`src/rtl/matrix_product_sequencer.sv`:
```
// Sequences an N x N matrix product through an external inner-product unit:
// one (row of A, column of B) pair per element, results gathered into C in row-major order.
module matrix_product_sequencer #(
    parameter int unsigned N = 4
) (
    input  logic                  clk,
    input  logic                  rst,
    input  logic                  start,
    input  logic [32*N*N-1:0]     a_in,
    input  logic [32*N*N-1:0]     b_in,
    output logic [32*N-1:0]       row,
    output logic [32*N-1:0]       column,
    output logic                  row_o_stb,
    output logic                  column_o_stb,
    input  logic                  row_i_ack,
    input  logic                  column_i_ack,
    input  logic [31:0]           res_in,
    input  logic                  res_i_stb,
    output logic                  res_o_ack,
    output logic [32*N*N-1:0]     c_out,
    output logic                  busy,
    output logic                  done
);

    localparam int unsigned W     = 32;
    localparam int unsigned ROW_W = W * N;
    localparam int unsigned MAT_W = W * N * N;
    localparam int unsigned IDX_W = (N > 1) ? $clog2(N) : 1;
    localparam logic [IDX_W-1:0] LAST_IDX = IDX_W'(N - 1);

    typedef enum logic [2:0] {
        IDLE, LOAD, ISSUE, WAIT_RES, RELEASE, NEXT, FINISH
    } state_t;

    state_t             state_q, state_d;
    logic [MAT_W-1:0]   a_q, a_d, b_q, b_d, c_q, c_d;
    logic [ROW_W-1:0]   row_q, row_d, col_q, col_d;
    logic [IDX_W-1:0]   i_q, i_d, j_q, j_d;
    logic               ack_r_q, ack_r_d, ack_c_q, ack_c_d;
    logic               busy_q, busy_d;
    logic               done_q, stb_q, res_ack_q;

    // Next-state, datapath and operand selection
    always_comb begin
        state_d = state_q;
        a_d     = a_q;
        b_d     = b_q;
        c_d     = c_q;
        row_d   = row_q;
        col_d   = col_q;
        i_d     = i_q;
        j_d     = j_q;
        ack_r_d = ack_r_q;
        ack_c_d = ack_c_q;
        busy_d  = busy_q;

        unique case (state_q)
            IDLE: begin
                if (start) begin
                    a_d     = a_in;
                    b_d     = b_in;
                    i_d     = '0;
                    j_d     = '0;
                    busy_d  = 1'b1;
                    state_d = LOAD;
                end
            end
            LOAD: state_d = ISSUE;
            ISSUE: begin
                ack_r_d = ack_r_q | row_i_ack;
                ack_c_d = ack_c_q | column_i_ack;
                if (ack_r_d && ack_c_d) begin
                    state_d = WAIT_RES;
                end
            end
            WAIT_RES: begin
                if (res_i_stb) begin
                    c_d[W*(32'(i_q)*N + 32'(j_q)) +: W] = res_in;
                    state_d = RELEASE;
                end
            end
            // Hold here until the result strobe drops so a held strobe is captured once
            RELEASE: begin
                if (!res_i_stb) begin
                    state_d = NEXT;
                end
            end
            NEXT: begin
                if (j_q == LAST_IDX) begin
                    j_d = '0;
                    if (i_q == LAST_IDX) begin
                        state_d = FINISH;
                    end else begin
                        i_d     = i_q + IDX_W'(1);
                        state_d = LOAD;
                    end
                end else begin
                    j_d     = j_q + IDX_W'(1);
                    state_d = LOAD;
                end
            end
            FINISH: begin
                busy_d  = 1'b0;
                state_d = IDLE;
            end
            default: state_d = IDLE;
        endcase

        // Entering LOAD: drop stale acks and present the operands of the new (i,j)
        if (state_d == LOAD) begin
            ack_r_d = 1'b0;
            ack_c_d = 1'b0;
            for (int unsigned k = 0; k < N; k++) begin
                row_d[W*k +: W] = a_d[W*(32'(i_d)*N + k) +: W];
                col_d[W*k +: W] = b_d[W*(k*N + 32'(j_d)) +: W];
            end
        end
    end

    always_ff @(posedge clk or negedge rst) begin
        if (!rst) begin
            state_q   <= IDLE;
            a_q       <= '0;
            b_q       <= '0;
            c_q       <= '0;
            row_q     <= '0;
            col_q     <= '0;
            i_q       <= '0;
            j_q       <= '0;
            ack_r_q   <= 1'b0;
            ack_c_q   <= 1'b0;
            busy_q    <= 1'b0;
            done_q    <= 1'b0;
            stb_q     <= 1'b0;
            res_ack_q <= 1'b0;
        end else begin
            state_q   <= state_d;
            a_q       <= a_d;
            b_q       <= b_d;
            c_q       <= c_d;
            row_q     <= row_d;
            col_q     <= col_d;
            i_q       <= i_d;
            j_q       <= j_d;
            ack_r_q   <= ack_r_d;
            ack_c_q   <= ack_c_d;
            busy_q    <= busy_d;
            done_q    <= (state_d == FINISH);
            stb_q     <= (state_d == ISSUE);
            res_ack_q <= (state_d == ISSUE) || (state_d == WAIT_RES);
        end
    end

    assign row          = row_q;
    assign column       = col_q;
    assign row_o_stb    = stb_q;
    assign column_o_stb = stb_q;
    assign res_o_ack    = res_ack_q;
    assign c_out        = c_q;
    assign busy         = busy_q;
    assign done         = done_q;

endmodule

```
`config.mk`:
```
export PLATFORM = sky130hd
export DESIGN_NAME = matrix_product_sequencer
export DESIGN_NICKNAME = d
export VERILOG_FILES = /design/src/rtl/matrix_product_sequencer.sv
export SDC_FILE = /design/constraint.sdc
export NUM_CORES = 2
export LEC_CHECK = 0
export BUFFER_PORTS_ARGS = -buffer_cell sky130_fd_sc_hd__buf_4
export CAP_MARGIN = 30
export CORE_AREA = 2 2 724 726
export DETAILED_ROUTE_END_ITERATION = 10
export DIE_AREA = 0 0 726 728
export GPL_ROUTABILITY_DRIVEN = 0
export GPL_TIMING_DRIVEN = 0
export PLACE_DENSITY = 0.37
export REMOVE_ABC_BUFFERS = 1
export SLEW_MARGIN = 20
export SYNTH_ARGS = -nofsm -noshare
export SYNTH_HDL_FRONTEND = slang
export SYNTH_SLANG_ARGS = --single-unit
export TNS_END_PERCENT = 5
```
`constraint.sdc`:
```
create_clock -name clk -period 3.2 [get_ports clk]
set_clock_uncertainty 0.2 [all_clocks]
set_input_delay 0.16 -clock clk [delete_from_list [all_inputs] [get_ports clk]]
set_output_delay 0.16 -clock clk [all_outputs]
set_load 0.05 [all_outputs]
```
==> flow_summary_export.csv <==
group,metric,value,unit
critical_path,cp.arrival,4.11,ns
synth,netlist_area,0.0781,mm^2
power,finalPower,115,mW
place,hpwlAfterDp,358000,um
critical_path,crit_required,3.86,ns
critical_path,crit_top_cell,"buf_16",
synth,ys_seq_area_share,57.9,%
synth,synth-seq-cells,1805,
synth,synth_edf_count,0,
synth,synth_cells,8773,
clock_tree,clk_path_buf_depth,4,
critical_path,worstSetupPathType,"reg2reg",
clock_tree,clkTransAtPathRegs,0.08,ns
critical_path,slowest_stage,"dfrtp_4",
synth,ys_types,46,
layout,fill_cells,56136,
synth,avgSynthCellArea,8.90,um^2
place,numPortBuffers,1834,
sta,fin_crit_sh,108,%
clock_tree,htreeDepth,4,
clock_tree,cts_made_buffers,236,
run_status,violations,"negative hold slack, negative setup slack",
die,die_height,728,um
critical_path,cp-start-kind,"flip-flop",
synth,synth.top_cell.area_share,57.9,%
drt,wirelength,510000,um
clock_tree,cts_root_buf,"clkbuf_16",
global_routing,overflow,0,
drt,avgViaCountPerCell,4.01,
sta,hold_viol,229,
sta,rsz0062_at_grt,"yes",
power,max-vdd-ir-drop,0.643,mV
sta,timing.hold.ws,-0.367,ns
layout,area_growth,79.1,%
clock_tree,insertion_delay,0.95,ns
layout,drive_above_1_share,23.2,%
drt,drtAntennaViolNets,0,
drt,vias,80881,
critical_path,crit_fanout,8,
sta,relSlewSlack,28.0,%
die,coreArea,0.520,mm^2
layout,fin_nets,13985,
critical_path,path_delay_family,"buffers and inverters",
clock_tree,cts_hold_buffers,2212,
layout,final_core_util,26.9,%
flow_run,maxCapViolations,0,
sta,finalSetupTns,-23.73,ns
die,start_util,15.0,%
critical_path,max_stage_delay,0.60,ns
sta,setup_viol_count_final,199,
sta,setup_slack,-0.244,ns
power,power_density,824,mW/mm^2
synth,synth_area_leaders,"dfrtp_1 58%, nand2_1 18%, o21ai_0 5.7%, a211oi_1 5.0%, mux2i_1 3.3%",
die,ioPinCount,1835,
drt,wl_per_cell,25.3,um
run_status,outcome,"finished, violations left",
die,num_rows,265,
global_routing,antenna_found_initial,223,
synth,synthArstFlopShare,100,%
synth,synth_top_cell_by_area,"dfrtp_1",
sta,fmax,290,MHz
hold_path,hold_path_class,"in2async",
drt,drt_first_pass_iters,7,
global_routing,grt.total_usage,18.5,%
synth,synthFlopType,"dfrtp_1",
critical_path,cp_num_buf_inv,8,
synth,yosys_warnings,0,
power,leakage,64.6,nW
die,die_w,726,um
global_routing,grt_pass1_wl,689000,um
clock_tree,cts_tree,"built",
drt,drt_iter0_drc,5188,
global_routing,grt_max_degree,127,
global_routing,first_global_vias,82283,
synth,ys_top_cells_by_count,"3683 x nand2_1, 1805 x dfrtp_1, 884 x o21ai_0, 515 x a211oi_1, 499 x clkbuf_1",
sta,post-route-min-period,3.44,ns
critical_path,crit_path_cell_trace,"ha_4 -> or4b_4 -> a21oi_4 -> buf_12 -> buf_12 -> a21o_4 -> buf_16 -> buf_16 -> buf_16 -> buf_16 -> buf_12 -> clkbuf_16 -> a211oi_1 -> o31ai_1",
die,dieArea,0.529,mm^2
sta,worst_pin_slew,1.08,ns
place,post-place-ws,-1.91,ns
clock_tree,cts.sinks,1805,
sta,slew_violations,0,
drt,remaining_drc_errors,0,
critical_path,end_kind,"flip-flop",
synth,synth_most_common_cell,"nand2_1",
[placed cells by master (no fill, tap or decap), types with 9 or more instances in the layout]
| master | n |
|---|---|
| dlygate4sd3_1 | 2195 |
| buf_12 | 88 |
| a2111oi_0 | 17 |
| o21ai_1 | 21 |
| buf_16 | 173 |
| o221ai_1 | 70 |
| clkbuf_16 | 249 |
| bufinv_16 | 13 |
| mux2i_4 | 17 |
| mux2i_2 | 13 |
| diode_2 | 128 |
| o221ai_2 | 10 |
| a211oi_4 | 9 |
| nor2_1 | 60 |
| clkinv_2 | 30 |
| a211oi_2 | 80 |
| mux2i_1 | 226 |
| buf_4 | 2008 |
| dfrtp_1 | 1799 |
| a2111oi_1 | 12 |
| a2111oi_2 | 16 |
| a221o_1 | 48 |
| inv_1 | 329 |
| a211oi_1 | 426 |
| o31ai_1 | 122 |
| nand3_1 | 131 |
| bufbuf_16 | 23 |
| buf_8 | 36 |
| o21ai_0 | 858 |
| clkbuf_1 | 55 |
| clkbuf_8 | 65 |
| nand2_1 | 3669 |
| buf_6 | 89 |
[state kept, by name, indices dropped and copies added, names as in the netlist, 2 cells and up]
| name | flops |
|---|---|
| column | 128 |
| c_out | 512 |
| a_q | 512 |
| b_q | 512 |
| row | 128 |
| j_q | 2 |
| i_q | 2 |
| state_q | 3 |
[kinds of logic after synthesis]
logic type	synth area share, %
compound gates	14.1
buf+inv	5.42
simple gates	19.2
fa+ha+maj	0.0801
mux	3.30
flops	57.9
xor+xnor	0.0224
[tightest hold or removal path: stages]
cell	delay (ns)
buf_16	0.10
buf_16	0.10
buf_16	0.10
buf_16	0.09
buf_16	0.09
buf_16	0.13
buf_16	0.38
[metal layers]
metal	global-route usage [%]	wire length [um]	vias up	share of wire (%)
met1	21.9	206000	40115	40
met3	5.67	37400	830	7.3
met2	30.8	241000	2383	47
li1	-	-	37505	-
met5	0	289	-	0.057
met4	8.07	25200	48	5.0
[path summary, 6_finish.rpt]
kind | to | cells after the start | slack [ns] | startpoint
max reg2reg | column[71]$_DFFE_PN0N_ | 14 | -0.24 | j_q[0]$_DFF_PN0_
min in group clk | b_q[31]$_DFF_PN0_ | 4 | 0.04 | b_in[31]
min reg2reg | c_out[103]$_DFFE_PN0P_ | 2 | 0.27 | c_out[103]$_DFFE_PN0P_
max | column[71]$_DFFE_PN0N_ | 14 | -0.24 | j_q[0]$_DFF_PN0_
max in group asynchronous | a_q[304]$_DFF_PN0_ | 11 | 0.38 | rst
min | row[49]$_DFFE_PN0N_ | 7 | -0.37 | rst
[layout make-up]
type                    instances  area, um^2  area share, %
diodes                        128         320          0.229
clock buffers                 356        7010           5.01
clock inverters                73         931          0.666
inverters                     332        1260          0.903
multi-input cells            5915       30300           21.6
flip-flops and latches       1805       45200           32.3
well taps                    6942        8690           6.21
repair buffers               4626       46200           33.0
repair inverters                2        20.0         0.0143
[power by group]
part           switching (mW)  internal (mW)  leakage, nW
clock                    11.8           16.1         3.89
sequential               3.83           30.8         22.9
combinational            33.2           19.5         37.8
total                    48.8           66.4         64.6
[what timing repair did]
action | in CTS | in global routing
pin swaps | 57 | 111
resized for setup | 273 | 244
hold endpoints to repair | 2124 | 229
gates cloned | 47 | 15
endpoints found under the setup margin | 1463 | 454
buffers inserted | 131 | 43
[stage by stage]
step	hold slack, ns	cell area (um^2)	std cells
floorplan	-0.336	75100	8051
global placement	0.152	97500	16827
detailed placement	-0.0499	104000	17198
CTS	-0.388	138000	19997
global route	-0.372	140000	20152
finish	-0.367	140000	20179
(Power assumes the default switching activity.)
